File: src/rtl/stopwatch_up.sv
// Count-up stopwatch, 000-999 s in three BCD digits, with run/pause, clear,
// lap hold, saturation at 999 and a one-cycle tick per counted second.
module stopwatch_up #(
   parameter int TICKS_PER_SEC = 50000000
) (
   input  logic       CLOCK_50,
   input  logic       reset,
   input  logic       go,
   input  logic       clear,
   input  logic       lap,
   output logic [3:0] hundreds,
   output logic [3:0] tens,
   output logic [3:0] ones,
   output logic       running,
   output logic       full,
   output logic       tick
);

   localparam int DIV_W = ($clog2(TICKS_PER_SEC) < 1) ? 1 : $clog2(TICKS_PER_SEC);
   localparam logic [DIV_W-1:0] DIV_MAX = DIV_W'(TICKS_PER_SEC - 1);
   localparam logic [11:0] CNT_MAX = 12'h999;

   typedef enum logic [1:0] {IDLE, RUN, PAUSE, FULL} state_t;

   state_t           state_q, state_d;
   logic [DIV_W-1:0] div_q, div_d;
   logic [11:0]      cnt_q, cnt_d;
   logic [11:0]      lap_q, lap_d;
   logic             hold_q, hold_d;
   logic             tick_q, tick_d;
   logic [11:0]      cnt_inc;

   // Saturating three-digit BCD increment; each digit rolls 9 -> 0 into the next.
   function automatic logic [11:0] bcd_inc(input logic [11:0] v);
      logic [3:0] h, t, o;
      {h, t, o} = v;
      if (v == CNT_MAX) return v;
      if (o == 4'd9) begin
         o = 4'd0;
         if (t == 4'd9) begin
            t = 4'd0;
            h = h + 4'd1;
         end else begin
            t = t + 4'd1;
         end
      end else begin
         o = o + 4'd1;
      end
      return {h, t, o};
   endfunction

   assign cnt_inc = bcd_inc(cnt_q);

   always_comb begin
      state_d = state_q;
      div_d   = div_q;
      cnt_d   = cnt_q;
      lap_d   = lap_q;
      hold_d  = hold_q;
      tick_d  = 1'b0;

      if (lap) begin
         if (!hold_q) begin
            lap_d  = cnt_q;
            hold_d = 1'b1;
         end else begin
            hold_d = 1'b0;
         end
      end

      unique case (state_q)
         IDLE:  if (go) state_d = RUN;
         PAUSE: if (go) state_d = RUN;
         RUN: begin
            // Dropping go freezes the divider so the partial second survives the pause.
            if (!go) begin
               state_d = PAUSE;
            end else if (div_q == DIV_MAX) begin
               div_d  = '0;
               cnt_d  = cnt_inc;
               tick_d = 1'b1;
               if (cnt_inc == CNT_MAX) state_d = FULL;
            end else begin
               div_d = div_q + 1'b1;
            end
         end
         FULL: ;
         default: state_d = IDLE;
      endcase

      if (clear) begin
         state_d = IDLE;
         div_d   = '0;
         cnt_d   = '0;
         lap_d   = '0;
         hold_d  = 1'b0;
         tick_d  = 1'b0;
      end
   end

   always_ff @(posedge CLOCK_50) begin
      if (reset) begin
         state_q <= IDLE;
         div_q   <= '0;
         cnt_q   <= '0;
         lap_q   <= '0;
         hold_q  <= 1'b0;
         tick_q  <= 1'b0;
      end else begin
         state_q <= state_d;
         div_q   <= div_d;
         cnt_q   <= cnt_d;
         lap_q   <= lap_d;
         hold_q  <= hold_d;
         tick_q  <= tick_d;
      end
   end

   assign {hundreds, tens, ones} = hold_q ? lap_q : cnt_q;
   assign running = (state_q == RUN);
   assign full    = (state_q == FULL);
   assign tick    = tick_q;

endmodule

File: config.mk
export PLATFORM = sky130hd
export DESIGN_NAME = stopwatch_up
export DESIGN_NICKNAME = d
export VERILOG_FILES = /design/src/rtl/stopwatch_up.sv
export SDC_FILE = /design/constraint.sdc
export NUM_CORES = 1
export LEC_CHECK = 0
export BUFFER_PORTS_ARGS = -buffer_cell sky130_fd_sc_hd__buf_2
export CORE_MARGIN = 4
export CORE_UTILIZATION = 60
export CTS_BUF_LIST = sky130_fd_sc_hd__clkbuf_2
export DETAILED_ROUTE_END_ITERATION = 7
export GPL_ROUTABILITY_DRIVEN = 0
export PLACE_DENSITY = 0.88
export SLEW_MARGIN = 0
export SYNTH_ARGS = -nofsm -noshare
export SYNTH_HDL_FRONTEND = slang
export SYNTH_SLANG_ARGS = --single-unit
export TNS_END_PERCENT = 30
File: constraint.sdc
create_clock -name CLOCK_50 -period 3.65 [get_ports CLOCK_50]
set_input_delay 0 -clock CLOCK_50 [delete_from_list [all_inputs] [get_ports CLOCK_50]]
set_output_delay 0 -clock CLOCK_50 [all_outputs]
set_load 0.005 [all_outputs]
* Word-level counts from Yosys, hierarchy flattened
Index checks and enable logic that the tools add are counted.
** Word-level totals
- Flip-flop bits (word level) :: 54
- Bits in latches :: 0
- Bits in writable memories :: 0
- Memory bits (read-only) :: 0
- Bits of input ports :: 5
- Output and inout bits :: 15
- Word-level logic and storage cells :: 48
- Memories kept :: 0
** Operators by class
- $add $sub $neg :: 4
- $mul :: 0
- Div/mod/pow operators :: 0
- Magnitude comparators :: 0
- Eq/ne operators :: 11
- Shift operators :: 0
- Muxes and demuxes :: 17
- Bitwise logic cells :: 2
- Reduce and logical (&&, ||, !) cells :: 8
** Operator list (number)
- two-way mux 12 bit :: 3
- adder 26 x 1 -> 26 bit, second input constant :: 1
- equality test 26 bit, second input constant :: 1
- two-way mux 26 bit :: 1
- equality test 12 bit, second input constant :: 2
- two-way mux 4 bit :: 5
- adder 4 x 1 -> 4 bit, second input constant :: 3
- equality test 4 bit, second input constant :: 2
- two-way mux 2 bit :: 4
- != test 3 x 2 -> 1 bit, second input constant :: 2
- equality test 2 bit, second input constant :: 2
- case mux 2 bit (2 select lines) :: 1
- AND reduction 4 bit :: 1
- OR reduction 2 bit :: 2
- OR reduction 4 bit :: 1
- two-way mux 1 bit :: 3
- AND reduction 3 bit :: 1
- equality test 2 x 1 -> 1 bit, second input constant :: 1
- logical NOT 2 bit :: 1
- != test 2 x 1 -> 1 bit, second input constant :: 1
- inverter 1 bit :: 2
- AND reduction 2 bit :: 1
- nonzero test 2 bit :: 1

* Depth between registers and ports, before layout
Gate-level depths: netlist of run 1.
- Depth after elaboration :: 9
- Depth in mapped cells :: 8
- Depth with buffers taken out :: 7

* Least setup slack after synthesis of run 1
OpenSTA, ideal clock, no wires.
- Path kind :: register to register
- Start :: reg div_q[18]
- End :: reg cnt_q[3]
- Setup time :: 0.070 ns
- Data arrival time :: 2.007 ns
- Data required time :: 3.580 ns
- Slack :: 1.573 ns
- Cell stages (with the launch flop) :: 7
- Buffers on the path :: 1
- Clock period less this slack :: 2.077 ns
- Path through :: dfxtp_1 > or4_4 > nor4_4 > nand3_2 > buf_6 > or4b_1 > a21oi_1
** On the way
- Cells in the longest elaborated chain, start to end :: 2
** RTL lines
- start, declared :: line 26 : logic [DIV_W-1:0] div_q, div_d;
- start signal, assigned :: line 111 : div_q <= div_d;
- equality test 26 bit :: line 78 : end else if (div_q == DIV_MAX) begin
- AND reduction 3 bit (no source line)
- end signal, assigned :: line 112 : cnt_q <= cnt_d;
- end, declared :: line 27 : logic [11:0] cnt_q, cnt_d;
No other way between the ends.
A chain may end at the register's enable or synchronous reset.

* Worst setup path after layout of run 1
- Start :: reg div_q[18]
- End :: reg div_q[18]
** On the way
- Cells in the longest elaborated chain, start to end :: 2
- Elaborated cells on any way between the ends :: 3
- Classes of those cells :: add/sub (1); eq/ne (1); mux (1)
** RTL lines (line)
- adder 26 x 1 -> 26 bit or equality test 26 bit (tied branches) :: 84, 78
- two-way mux 26 bit * :: 78
Every way passes the cells marked *; elsewhere a longest branch is shown, timed or not.

==> run_summary.xml, run 1 <==
<?xml version="1.0" encoding="UTF-8"?>
<metrics>
  <group name="global_routing">
    <metric name="antenna_found_initial" unit="">0</metric>
    <metric name="largest_net_degree_at_the_start_of_global_routing" unit="">28</metric>
    <metric name="grt_pass1_wl" unit="mm">8.96</metric>
    <metric name="globalRouteTotalUtil" unit="">0.202</metric>
    <metric name="grt_total_ovfl" unit="">0</metric>
    <metric name="first_global_vias" unit="">2124</metric>
  </group>
  <group name="detailed_routing">
    <metric name="totalWireLength" unit="mm">5.24</metric>
    <metric name="detail-route-antenna-nets" unit="">0</metric>
    <metric name="drt_pass1_iterations" unit="">4</metric>
    <metric name="drc" unit="">0</metric>
    <metric name="via_count" unit="">2298</metric>
    <metric name="detail_route.wl_per_cell" unit="um">13.5</metric>
    <metric name="via_per_inst" unit="">5.91</metric>
    <metric name="drt_first_iter_violations" unit="">173</metric>
  </group>
  <group name="sta">
    <metric name="rsz0062_at_grt" unit="">false</metric>
    <metric name="timing.final.max_slew_violations" unit="">0</metric>
    <metric name="fin_worst_skew" unit="ns">0.0192</metric>
    <metric name="fmaxAchievable" unit="GHz">0.406</metric>
    <metric name="setup-tns-final" unit="ns">0</metric>
    <metric name="fin_crit_sh" unit="">0.675</metric>
    <metric name="final_hold_viol_count" unit="">0</metric>
    <metric name="timing.max_slew.rel_slack" unit="">0.320</metric>
    <metric name="finalCriticalPeriod" unit="ns">2.46</metric>
    <metric name="finalHoldWorstSlack" unit="ns">0.104</metric>
    <metric name="tightest_slew" unit="ns">1.01</metric>
    <metric name="timing.final.setup_violations" unit="">0</metric>
  </group>
  <group name="finish">
    <metric name="count_of_filler_cells_inserted_in_the_layout" unit="">342</metric>
    <metric name="area_growth_syn_to_layout" unit="%">8.32</metric>
    <metric name="insertedDiodeCount" unit="">0</metric>
    <metric name="instances_no_fill" unit="">389</metric>
    <metric name="num-nets-final" unit="">346</metric>
    <metric name="drive_above_1_share" unit="">0.127</metric>
  </group>
  <group name="hold_path">
    <metric name="timing.hold.worst.class" unit="">primary input to flop</metric>
    <metric name="min_from" unit="">clear</metric>
    <metric name="min_path_cells" unit="">5</metric>
    <metric name="holdPathEnd" unit="">state_q[1]</metric>
  </group>
  <group name="critical_path">
    <metric name="crit_fanout" unit="">22</metric>
    <metric name="number_of_cell_instances_on_the_worst_register_to_register_path" unit="">5</metric>
    <metric name="critPathTopFamily" unit="">simple AND/OR/NAND/NOR gates</metric>
    <metric name="critical_path_class" unit="">flop to flop</metric>
    <metric name="library_cell_contributing_the_largest_single_delay_on_the_critical_path" unit="">sky130_fd_sc_hd__nand2_1</metric>
    <metric name="critical-path-max-stage-delay" unit="ns">0.66</metric>
    <metric name="critPathArrivalTime" unit="ns">2.79</metric>
    <metric name="cp.required" unit="ns">3.98</metric>
    <metric name="critPathLaunchType" unit="">flop</metric>
    <metric name="timing.critical_path.to_type" unit="">flop</metric>
    <metric name="ff2ff_setup_slack" unit="ns">1.19</metric>
    <metric name="reg2reg_to" unit="">div_q[18]</metric>
    <metric name="worstPathCellList" unit="">or4_4 &gt; nor4_4 &gt; nand3_2 &gt; nand2_1 &gt; nor2_1</metric>
    <metric name="number_of_buffers_and_inverters_on_the_critical_path" unit="">0</metric>
    <metric name="regToRegStartpoint" unit="">div_q[18]</metric>
  </group>
  <group name="logic_synthesis">
    <metric name="syn_avg_cell_area" unit="sq um">8.27</metric>
    <metric name="synth_sequential_area_ratio" unit="">0.409</metric>
    <metric name="synth_top_cell_area_share" unit="">0.409</metric>
    <metric name="ys_flop_type" unit="">sky130_fd_sc_hd__dfxtp_1</metric>
    <metric name="synth_area_leaders" unit="">sky130_fd_sc_hd__dfxtp_1, sky130_fd_sc_hd__nand2_1, sky130_fd_sc_hd__xor2_1</metric>
    <metric name="synth_cell_types" unit="">45</metric>
    <metric name="async_set_or_reset_flop_fraction_in_the_synthesized_netlist" unit="">0</metric>
    <metric name="post_synth_instance_area" unit="sq um">2650</metric>
    <metric name="synth_top_area_cell" unit="">sky130_fd_sc_hd__dfxtp_1</metric>
    <metric name="syn_inst" unit="">320</metric>
    <metric name="synth-edff-count" unit="">0</metric>
    <metric name="flip_flop_and_latch_count_after_synthesis" unit="">54</metric>
    <metric name="synth.net_count" unit="">328</metric>
    <metric name="synth_warnings" unit="">0</metric>
  </group>
  <group name="placed_design">
    <metric name="place.detailed.hpwl" unit="mm">3.70</metric>
    <metric name="port-buffer-count" unit="">19</metric>
    <metric name="placed_cells_incl_taps" unit="">376</metric>
  </group>
  <group name="power">
    <metric name="irDropWorstVdd" unit="mV">0.256</metric>
    <metric name="leakage" unit="nW">1.00</metric>
    <metric name="pwr_density_cell" unit="nW/um^2">321</metric>
    <metric name="power_frac_clock" unit="">0.320</metric>
    <metric name="power.switching" unit="uW">203</metric>
    <metric name="switching_share" unit="">0.221</metric>
    <metric name="power.sequential.fraction" unit="">0.648</metric>
    <metric name="cell_internal_pwr" unit="uW">716</metric>
    <metric name="combinational_group_share_of_total_power" unit="">0.031</metric>
  </group>
  <group name="clock_network">
    <metric name="cts.path.max_buffers" unit="">2</metric>
    <metric name="clk-insertion-delay-late" unit="ns">0.45</metric>
    <metric name="tritoncts_buffers" unit="">5</metric>
    <metric name="tritoncts" unit="">built</metric>
    <metric name="ctsResizeCount" unit="">0</metric>
    <metric name="worst_setup_hold_path_clk_slew" unit="ns">0.25</metric>
    <metric name="htree_num_levels" unit="">2</metric>
    <metric name="clock-root-buffer" unit="">sky130_fd_sc_hd__clkbuf_2</metric>
    <metric name="cts.sinks" unit="">54</metric>
  </group>
  <group name="die">
    <metric name="initial_utilization" unit="">0.639</metric>
    <metric name="die_x" unit="um">74.4</metric>
    <metric name="die-height" unit="um">74.4</metric>
    <metric name="row_count" unit="">23</metric>
    <metric name="fp.dieArea" unit="sq um">5540</metric>
    <metric name="i_o_pin_count" unit="">20</metric>
    <metric name="floorplan.core_area" unit="sq um">4140</metric>
  </group>
  <group name="run">
    <metric name="maxCapViolations" unit="">0</metric>
  </group>
  <group name="outcome">
    <metric name="status" unit="">complete, no violations</metric>
  </group>
</metrics>
cells in the final DEF (no fill, tap or decap), types with 2 or more instances in the layout:
cell | netlist | routed
sky130_fd_sc_hd__or4_1 | 5 | 5
sky130_fd_sc_hd__nor4bb_1 | 3 | 3
sky130_fd_sc_hd__nor2_1 | 35 | 35
sky130_fd_sc_hd__xnor2_1 | 3 | 3
sky130_fd_sc_hd__ha_1 | 3 | 3
sky130_fd_sc_hd__dfxtp_1 | 54 | 54
sky130_fd_sc_hd__nand4_1 | 10 | 10
sky130_fd_sc_hd__o211a_1 | 2 | 2
sky130_fd_sc_hd__or3_1 | 5 | 5
sky130_fd_sc_hd__inv_1 | 7 | 7
sky130_fd_sc_hd__buf_2 | 0 | 19
sky130_fd_sc_hd__nand2b_1 | 3 | 3
sky130_fd_sc_hd__o21ai_0 | 9 | 9
sky130_fd_sc_hd__clkinv_2 | 0 | 2
sky130_fd_sc_hd__dlygate4sd3_1 | 0 | 5
sky130_fd_sc_hd__nand3_1 | 18 | 18
sky130_fd_sc_hd__a21oi_1 | 23 | 23
sky130_fd_sc_hd__o31ai_1 | 4 | 4
sky130_fd_sc_hd__nor3_1 | 6 | 6
sky130_fd_sc_hd__mux2_2 | 9 | 9
sky130_fd_sc_hd__clkbuf_2 | 0 | 5
sky130_fd_sc_hd__nand2_1 | 51 | 51
sky130_fd_sc_hd__nor4_1 | 3 | 3
sky130_fd_sc_hd__and3_1 | 2 | 2
sky130_fd_sc_hd__xor2_1 | 21 | 21
sky130_fd_sc_hd__and2_1 | 3 | 3
sky130_fd_sc_hd__o21a_1 | 4 | 4
sky130_fd_sc_hd__nor2b_1 | 4 | 4
sky130_fd_sc_hd__nor4_4 | 2 | 2
final cells by class:
type / count / area [sq um] / share of cell area
well taps: 50 / 62.6 / 0.0218
flip-flops and latches: 54 / 1080 / 0.377
clock buffers: 5 / 25.0 / 0.00873
repair buffers: 25 / 153 / 0.0533
multi-input cells: 245 / 1480 / 0.516
inverters: 7 / 26.3 / 0.00917
clock inverters: 3 / 40.0 / 0.0140
synthesized netlist by cell type, drive strengths merged, types with 2 or more instances:
master  count
xnor2       3
nand4      10
nand2      51
nand3      19
and3        2
nor2       35
clkbuf     11
and2        3
buf         3
or3         5
a21oi      23
o21a        4
or4         6
nor2b       4
xor2       21
nor3        6
dfxtp      54
or4b        2
inv         7
mux2        9
nor4bb      3
o31ai       4
o211a       2
nand2b      3
o21ai       9
ha          3
nor4        5
registers in the layout (all words and copies together) (netlist names):
name and cells:
div_q 26, cnt_q 12, lap_q 12, state_q 2, hold_q 1, tick 1
logic make-up after synthesis:
group / after synthesis / share of synthesized area
buffers and inverters: 21 / 0.0326
XOR/XNOR: 24 / 0.0794
flip-flops: 54 / 0.409
multiplexers: 9 / 0.0383
AND/OR/NAND/NOR: 160 / 0.315
AO/OA/AOI/OAI: 48 / 0.108
adder cells (fa/ha/maj): 4 / 0.0180
timing repair:
item / 4_1_cts / 5_1_grt
buffers inserted: 0 / 0
hold buffers: 5 / 0
hold endpoints to repair: 7 / 0
routing by layer:
| metal | track usage | vias to the layer above | wire length, um |
|---|---|---|---|
| met5 | 0 | - | 0 |
| li1 | - | 1159 | - |
| met2 | 0.355 | 59 | 2520 |
| met3 | 0.0405 | 11 | 275 |
| met1 | 0.247 | 1069 | 2360 |
| met4 | 0.0672 | 0 | 91 |
worst register-to-register path, cell delays in order (launching register included):
cell                      delay [ns]
sky130_fd_sc_hd__dfxtp_1        0.40
sky130_fd_sc_hd__or4_4          0.55
sky130_fd_sc_hd__nor4_4         0.28
sky130_fd_sc_hd__nand3_2        0.34
sky130_fd_sc_hd__nand2_1        0.66
sky130_fd_sc_hd__nor2_1         0.12
power groups by stage:
stage / Sequential, mW / Combinational (mW) / Clock, mW
floorplan: 0.604 / 0.0205 / 0
global placement: 0.607 / 0.0246 / 0
detailed placement: 0.607 / 0.0250 / 0
CTS: 0.596 / 0.0292 / 0.305
global route: 0.597 / 0.0323 / 0.321
finish: 0.596 / 0.0288 / 0.294
worst max path at each step:
stage / slack, ns / start / end / cells past startpoint
5_1_grt: 0.96 / div_q[18] / div_q[18] / 5
3_3_place_gp: 1.27 / div_q[18] / div_q[4] / 5
2_1_floorplan: 1.57 / div_q[18] / cnt_q[3] / 6
4_1_cts: 1.15 / div_q[18] / div_q[18] / 5
3_5_place_dp: 1.18 / div_q[18] / div_q[12] / 5
6_report: 1.19 / div_q[18] / div_q[18] / 5
through the flow:
stage | power [mW] | instance area [sq um] | utilization | worst slack [ns]
finish | 0.919 | 2870 | 0.692 | 1.19
global route | 0.951 | 2870 | 0.692 | 0.956
CTS | 0.930 | 2870 | 0.692 | 1.15
detailed placement | 0.632 | 2750 | 0.664 | 1.18
global placement | 0.631 | 2750 | 0.664 | 1.27
floorplan | 0.625 | 2650 | - | 1.57
No activity file was read; power rests on OpenSTA's default activity.
==> run 2, diff against run 1 <==
--- a/config.mk
+++ b/config.mk
@@ -7,11 +7,11 @@
 export LEC_CHECK = 0
 export BUFFER_PORTS_ARGS = -buffer_cell sky130_fd_sc_hd__buf_2
 export CORE_MARGIN = 4
-export CORE_UTILIZATION = 60
+export CORE_UTILIZATION = 56
 export CTS_BUF_LIST = sky130_fd_sc_hd__clkbuf_2
 export DETAILED_ROUTE_END_ITERATION = 7
 export GPL_ROUTABILITY_DRIVEN = 0
-export PLACE_DENSITY = 0.88
+export PLACE_DENSITY = 0.86
 export SLEW_MARGIN = 0
 export SYNTH_ARGS = -nofsm -noshare
 export SYNTH_HDL_FRONTEND = slang
==> constraint.sdc (replaced) <==
create_clock -name CLOCK_50 -period 2.22 [get_ports CLOCK_50]
set_input_delay 0 -clock CLOCK_50 [delete_from_list [all_inputs] [get_ports CLOCK_50]]
set_output_delay 0 -clock CLOCK_50 [all_outputs]
set_load 0.005 [all_outputs]
==> run 2 against run 1 <==
Combinational power up 100%. Via count is 5.7% higher. First-iteration DRC count increased by 9.8%. Critical path depth is 1 higher. Worst setup slack got worse by 1.1 ns. Clock skew grew 0.0017 ns. Wire length grew 13%. Highest routed layer unchanged.
==> run_summary.xml, run 2 (synthesis gave the netlist of run 1 again) <==
<?xml version="1.0" encoding="UTF-8"?>
<metrics>
  <group name="critical_path">
    <metric name="timing.critical_path.to_type" unit="">flop</metric>
    <metric name="number_of_buffers_and_inverters_on_the_critical_path" unit="">1</metric>
    <metric name="library_cell_contributing_the_largest_single_delay_on_the_critical_path" unit="">sky130_fd_sc_hd__or4_4</metric>
    <metric name="regToRegStartpoint" unit="">div_q[24]</metric>
    <metric name="startpoint" unit="">div_q[24]</metric>
    <metric name="critical_path_class" unit="">flop to flop</metric>
    <metric name="critPathTopFamily" unit="">simple AND/OR/NAND/NOR gates</metric>
    <metric name="critPathArrivalTime" unit="ns">2.56</metric>
    <metric name="crit_fanout" unit="">5</metric>
    <metric name="critPathLaunchType" unit="">flop</metric>
    <metric name="critical-path-max-stage-delay" unit="ns">0.56</metric>
    <metric name="worstPathCellList" unit="">or4bb_4 &gt; nor4_4 &gt; buf_6 &gt; nand3_4 &gt; or4_4 &gt; a21oi_2</metric>
    <metric name="cp.required" unit="ns">2.61</metric>
  </group>
  <group name="clock_network">
    <metric name="tritoncts_buffers" unit="">5</metric>
    <metric name="tritoncts" unit="">built</metric>
    <metric name="worst_setup_hold_path_clk_slew" unit="ns">0.24</metric>
    <metric name="clk-insertion-delay-late" unit="ns">0.43</metric>
    <metric name="clock-root-buffer" unit="">sky130_fd_sc_hd__clkbuf_2</metric>
    <metric name="cts.sinks" unit="">54</metric>
    <metric name="htree_num_levels" unit="">2</metric>
    <metric name="cts.path.max_buffers" unit="">2</metric>
  </group>
  <group name="sta">
    <metric name="fin_worst_skew" unit="ns">0.0210</metric>
    <metric name="fin_crit_sh" unit="">0.980</metric>
    <metric name="tightest_slew" unit="ns">0.529</metric>
    <metric name="timing.final.setup_violations" unit="">0</metric>
    <metric name="setup-tns-final" unit="ns">0</metric>
    <metric name="timing.max_slew.rel_slack" unit="">0.648</metric>
    <metric name="final_hold_viol_count" unit="">0</metric>
    <metric name="timing.final.max_slew_violations" unit="">0</metric>
    <metric name="final.setup.worst_slack" unit="ns">0.0446</metric>
    <metric name="fmaxAchievable" unit="GHz">0.460</metric>
    <metric name="finalCriticalPeriod" unit="ns">2.18</metric>
  </group>
  <group name="detailed_routing">
    <metric name="detail_route.wl_per_cell" unit="um">14.4</metric>
    <metric name="drt_first_iter_violations" unit="">190</metric>
    <metric name="totalWireLength" unit="mm">5.95</metric>
    <metric name="via_count" unit="">2429</metric>
    <metric name="drc" unit="">0</metric>
    <metric name="drt_pass1_iterations" unit="">5</metric>
    <metric name="via_per_inst" unit="">5.88</metric>
    <metric name="detail-route-antenna-nets" unit="">0</metric>
  </group>
  <group name="die">
    <metric name="fp.dieArea" unit="sq um">5890</metric>
    <metric name="initial_utilization" unit="">0.591</metric>
    <metric name="die-height" unit="um">76.7</metric>
    <metric name="floorplan.core_area" unit="sq um">4470</metric>
    <metric name="i_o_pin_count" unit="">20</metric>
    <metric name="die_x" unit="um">76.7</metric>
    <metric name="row_count" unit="">24</metric>
  </group>
  <group name="power">
    <metric name="power" unit="mW">1.38</metric>
    <metric name="combinational_group_share_of_total_power" unit="">0.043</metric>
    <metric name="leakage" unit="nW">1.12</metric>
    <metric name="power.switching" unit="uW">321</metric>
    <metric name="power.sequential.fraction" unit="">0.707</metric>
    <metric name="cell_internal_pwr" unit="mW">1.06</metric>
    <metric name="pwr_density_cell" unit="nW/um^2">447</metric>
    <metric name="power_frac_clock" unit="">0.250</metric>
    <metric name="irDropWorstVdd" unit="mV">0.421</metric>
    <metric name="switching_share" unit="">0.233</metric>
  </group>
  <group name="finish">
    <metric name="area_growth_syn_to_layout" unit="%">16.6</metric>
    <metric name="largest_register_ffs" unit="">26</metric>
    <metric name="multi_input_comb_area" unit="sq um">1550</metric>
    <metric name="drive_above_1_share" unit="">0.199</metric>
    <metric name="num-nets-final" unit="">370</metric>
    <metric name="largest_registers" unit="">div_q (26), cnt_q (12), lap_q (12)</metric>
    <metric name="insertedDiodeCount" unit="">0</metric>
    <metric name="count_of_filler_cells_inserted_in_the_layout" unit="">347</metric>
    <metric name="instances_no_fill" unit="">413</metric>
    <metric name="mostFrequentLayoutCells" unit="">sky130_fd_sc_hd__nand2_1, sky130_fd_sc_hd__dfxtp_1, sky130_fd_sc_hd__nor2_1, sky130_fd_sc_hd__a21oi_1</metric>
    <metric name="top_register" unit="">div_q</metric>
    <metric name="layout.area.seq" unit="sq um">1080</metric>
  </group>
  <group name="global_routing">
    <metric name="grt_pass1_wl" unit="mm">9.85</metric>
    <metric name="largest_net_degree_at_the_start_of_global_routing" unit="">28</metric>
    <metric name="globalRouteTotalUtil" unit="">0.201</metric>
    <metric name="antenna_found_initial" unit="">0</metric>
    <metric name="grt_total_ovfl" unit="">0</metric>
    <metric name="first_global_vias" unit="">2220</metric>
  </group>
  <group name="placed_design">
    <metric name="port-buffer-count" unit="">19</metric>
    <metric name="place.detailed.hpwl" unit="mm">4.14</metric>
    <metric name="placed_cells_incl_taps" unit="">396</metric>
    <metric name="placement.setup.worst_slack" unit="ns">-0.0107</metric>
  </group>
  <group name="hold_path">
    <metric name="min_from" unit="">clear</metric>
    <metric name="timing.hold.worst.class" unit="">primary input to flop</metric>
  </group>
  <group name="outcome">
    <metric name="status" unit="">complete, no violations</metric>
  </group>
  <group name="run">
    <metric name="maxCapViolations" unit="">0</metric>
  </group>
</metrics>
[run 2: final timing paths]
kind,endpoint,slack (ns),cells after the start
max,cnt_q[8],0.04,6
min,div_q[6],0.08,5
min reg2reg,lap_q[11],0.47,2
max reg2reg,cnt_q[8],0.04,6
[run 2: area by class of cell]
type | instances | share of cell area
multi-input combinational | 247 | 0.501
sequential | 54 | 0.351
timing repair buffer | 47 | 0.108
tap | 52 | 0.0211
inverter | 7 | 0.00851
clock buffer | 5 | 0.00811
clock inverter | 1 | 0.00122
[run 2: power by group through the flow]
stage               sequential, mW  combinational (mW)  clock [mW]
floorplan                    0.993              0.0337           0
global placement             0.995              0.0512           0
detailed placement           0.995              0.0516           0
CTS                          0.977              0.0586       0.352
global route                 0.978              0.0646       0.385
finish                       0.977              0.0588       0.345
[run 2: through the flow]
stage          instance area [sq um]  hold slack, ns   util
3_5_place_dp                    2900           0.263  0.648
5_1_grt                         3090          0.0574  0.690
4_1_cts                         2990          0.0824  0.668
6_report                        3090          0.0839  0.690
3_3_place_gp                    2900           0.251  0.648
2_1_floorplan                   2650           0.124      -
[run 2: worst register-to-register path: stages (launching register included)]
cell,delay [ns]
sky130_fd_sc_hd__dfxtp_1,0.39
sky130_fd_sc_hd__or4bb_4,0.53
sky130_fd_sc_hd__nor4_4,0.27
sky130_fd_sc_hd__buf_6,0.17
sky130_fd_sc_hd__nand3_4,0.10
sky130_fd_sc_hd__or4_4,0.56
sky130_fd_sc_hd__a21oi_2,0.13
[run 2: what timing repair did]
item,4_1_cts,5_1_grt
gates resized for setup,2,11
pin swaps,0,8
gates cloned,0,2
hold buffers,5,0
setup endpoints to repair,4,33
setup buffers,0,4
hold endpoints to repair,6,0
[run 2: metal layers]
layer | GRT usage | vias up | wire length, um
met5 | 0 | - | 0
met4 | 0.0634 | 0 | 131
met3 | 0.0375 | 17 | 266
met2 | 0.355 | 74 | 2970
met1 | 0.245 | 1129 | 2590
li1 | - | 1209 | -
==> run 3, diff against run 2 <==
--- a/config.mk
+++ b/config.mk
@@ -5,13 +5,14 @@
 export SDC_FILE = /design/constraint.sdc
 export NUM_CORES = 1
 export LEC_CHECK = 0
-export BUFFER_PORTS_ARGS = -buffer_cell sky130_fd_sc_hd__buf_2
+export CAP_MARGIN = 20
 export CORE_MARGIN = 4
-export CORE_UTILIZATION = 56
+export CORE_UTILIZATION = 60
 export CTS_BUF_LIST = sky130_fd_sc_hd__clkbuf_2
 export DETAILED_ROUTE_END_ITERATION = 7
+export DONT_BUFFER_PORTS = 1
 export GPL_ROUTABILITY_DRIVEN = 0
-export PLACE_DENSITY = 0.86
+export PLACE_DENSITY = 0.84
 export SLEW_MARGIN = 0
 export SYNTH_ARGS = -nofsm -noshare
 export SYNTH_HDL_FRONTEND = slang
==> constraint.sdc (replaced) <==
create_clock -name CLOCK_50 -period 2.8 [get_ports CLOCK_50]
set_input_delay 0 -clock CLOCK_50 [delete_from_list [all_inputs] [get_ports CLOCK_50]]
set_output_delay 0 -clock CLOCK_50 [all_outputs]
set_load 0.005 [all_outputs]
==> run 3 against run 2 <==
Sequential power down 20%. Clock power down 15%. Largest cell class unchanged. Fmax down 6.0%. Cell count down 9.7%. Die area down 6.0%. Clock skew up 0.0063 ns. Combinational power down 38%. Critical path depth down 1. Register-to-register slack better by 0.44 ns. Worst setup slack better by 0.44 ns. Core utilization down 2.0 points. Clock-buffer cell count up 1. Largest power group unchanged.
==> run_summary.xml, run 3 (synthesis gave the netlist of run 1 again) <==
<?xml version="1.0" encoding="UTF-8"?>
<metrics>
  <group name="detailed_routing">
    <metric name="via_count" unit="">2214</metric>
    <metric name="drt_first_iter_violations" unit="">139</metric>
    <metric name="detail-route-antenna-nets" unit="">0</metric>
    <metric name="detail_route.wl_per_cell" unit="um">13.7</metric>
    <metric name="via_per_inst" unit="">5.94</metric>
    <metric name="drt_pass1_iterations" unit="">4</metric>
    <metric name="totalWireLength" unit="mm">5.11</metric>
    <metric name="drc" unit="">0</metric>
  </group>
  <group name="critical_path">
    <metric name="library_cell_contributing_the_largest_single_delay_on_the_critical_path" unit="">sky130_fd_sc_hd__or4_1</metric>
    <metric name="critPathArrivalTime" unit="ns">2.71</metric>
    <metric name="regToRegStartpoint" unit="">div_q[18]</metric>
    <metric name="critPathTopFamily" unit="">simple AND/OR/NAND/NOR gates</metric>
    <metric name="worstPathCellList" unit="">or4_4 &gt; nor4_4 &gt; nand3_2 &gt; or4_1 &gt; a21oi_1</metric>
    <metric name="critPathLaunchType" unit="">flop</metric>
    <metric name="critical_path_class" unit="">flop to flop</metric>
    <metric name="crit_fanout" unit="">22</metric>
    <metric name="timing.critical_path.to_type" unit="">flop</metric>
    <metric name="startpoint" unit="">div_q[18]</metric>
    <metric name="number_of_buffers_and_inverters_on_the_critical_path" unit="">0</metric>
    <metric name="cp.required" unit="ns">3.20</metric>
    <metric name="critical-path-max-stage-delay" unit="ns">0.57</metric>
  </group>
  <group name="sta">
    <metric name="timing.final.max_slew_violations" unit="">0</metric>
    <metric name="fin_worst_skew" unit="ns">0.0273</metric>
    <metric name="finalCriticalPeriod" unit="ns">2.32</metric>
    <metric name="tightest_slew" unit="ns">0.814</metric>
    <metric name="final_hold_viol_count" unit="">0</metric>
    <metric name="timing.final.setup_violations" unit="">0</metric>
    <metric name="setup-tns-final" unit="ns">0</metric>
    <metric name="fin_crit_sh" unit="">0.827</metric>
    <metric name="fmaxAchievable" unit="GHz">0.432</metric>
    <metric name="timing.max_slew.rel_slack" unit="">0.453</metric>
    <metric name="final.setup.worst_slack" unit="ns">0.485</metric>
    <metric name="rsz0062_at_grt" unit="">false</metric>
  </group>
  <group name="clock_network">
    <metric name="clock-root-buffer" unit="">sky130_fd_sc_hd__clkbuf_2</metric>
    <metric name="htree_num_levels" unit="">2</metric>
    <metric name="tritoncts" unit="">built</metric>
    <metric name="worst_setup_hold_path_clk_slew" unit="ns">0.25</metric>
    <metric name="cts.path.max_buffers" unit="">2</metric>
    <metric name="clk-insertion-delay-late" unit="ns">0.44</metric>
    <metric name="tritoncts_buffers" unit="">5</metric>
    <metric name="cts.sinks" unit="">54</metric>
  </group>
  <group name="power">
    <metric name="power" unit="mW">1.11</metric>
    <metric name="leakage" unit="nW">0.906</metric>
    <metric name="irDropWorstVdd" unit="mV">0.329</metric>
    <metric name="pwr_density_cell" unit="nW/um^2">399</metric>
  </group>
  <group name="hold_path">
    <metric name="timing.hold.worst.class" unit="">primary input to flop</metric>
    <metric name="min_from" unit="">reset</metric>
  </group>
  <group name="placed_design">
    <metric name="placement.setup.worst_slack" unit="ns">0.481</metric>
    <metric name="place.detailed.hpwl" unit="mm">3.53</metric>
    <metric name="port-buffer-count" unit="">0</metric>
  </group>
  <group name="finish">
    <metric name="drive_above_1_share" unit="">0.0805</metric>
    <metric name="mostFrequentLayoutCells" unit="">sky130_fd_sc_hd__dfxtp_1, sky130_fd_sc_hd__nand2_1, sky130_fd_sc_hd__nor2_1, sky130_fd_sc_hd__a21oi_1, sky130_fd_sc_hd__xor2_1</metric>
    <metric name="area_growth_syn_to_layout" unit="%">4.92</metric>
    <metric name="top_register" unit="">div_q</metric>
    <metric name="most_common_library_cell_in_the_layout_ignoring_fill_and_taps" unit="">sky130_fd_sc_hd__dfxtp_1</metric>
    <metric name="largest_registers" unit="">div_q (26), cnt_q (12), lap_q (12)</metric>
    <metric name="largest_register_ffs" unit="">26</metric>
    <metric name="num-nets-final" unit="">331</metric>
    <metric name="insertedDiodeCount" unit="">0</metric>
  </group>
  <group name="die">
    <metric name="i_o_pin_count" unit="">20</metric>
    <metric name="die-height" unit="um">74.4</metric>
    <metric name="die_x" unit="um">74.4</metric>
    <metric name="initial_utilization" unit="">0.639</metric>
    <metric name="floorplan.core_area" unit="sq um">4140</metric>
    <metric name="fp.dieArea" unit="sq um">5540</metric>
    <metric name="row_count" unit="">23</metric>
  </group>
  <group name="global_routing">
    <metric name="first_global_vias" unit="">2106</metric>
    <metric name="globalRouteTotalUtil" unit="">0.203</metric>
    <metric name="grt_total_ovfl" unit="">0</metric>
    <metric name="antenna_found_initial" unit="">0</metric>
    <metric name="largest_net_degree_at_the_start_of_global_routing" unit="">28</metric>
    <metric name="grt_pass1_wl" unit="mm">8.94</metric>
  </group>
  <group name="run">
    <metric name="maxCapViolations" unit="">0</metric>
  </group>
  <group name="outcome">
    <metric name="status" unit="">complete, no violations</metric>
  </group>
</metrics>
run 3: worst paths after layout:
check | endpoint | slack, ns | cells after the start
setup / recovery | cnt_q[6] | 0.48 | 5
hold / removal | lap_q[2] | 0.06 | 2
setup reg to reg | cnt_q[6] | 0.48 | 5
hold reg to reg | lap_q[2] | 0.47 | 2
run 3: where the power goes:
group / leakage (nW) / total (mW) / internal (mW) / switching, mW
Clock: 0.0251 / 0.293 / 0.0602 / 0.233
Combinational: 0.446 / 0.0364 / 0.0124 / 0.0240
Sequential: 0.435 / 0.777 / 0.773 / 0.00441
Total: 0.906 / 1.11 / 0.845 / 0.261
run 3: area by class of cell:
class                      count  area (sq um)
clock buffer                   6          30.0
clock inverter                 1          7.51
fill                         361          1370
inverter                       7          26.3
multi-input combinational    245          1480
sequential                    54          1080
tap                           50          62.6
timing repair buffer          10          90.1
run 3: layer usage:
metal / wire length, um / track usage / up-vias / part of all wire
met2: 2490 / 0.351 / 41 / 0.49
met1: 2310 / 0.234 / 1040 / 0.45
met5: 0 / 0 / - / 0
met3: 207 / 0.0459 / 11 / 0.041
li1: - / - / 1122 / -
met4: 96 / 0.101 / 0 / 0.019
run 3: repair_timing:
item                      CTS  global route
buffers inserted            0             0
hold endpoints to repair   23             0
hold buffers                6             0
gates resized for setup     0             0
run 3: stage by stage:
step           std cells  utilization  cell area [sq um]  hold WS (ns)
5_1_grt              373        0.670               2780        0.0496
4_1_cts              373        0.670               2780        0.0440
6_report             373        0.670               2780        0.0611
2_1_floorplan        320            -               2650         0.124
3_5_place_dp         360        0.646               2680         0.130
3_3_place_gp         360        0.646               2680         0.128
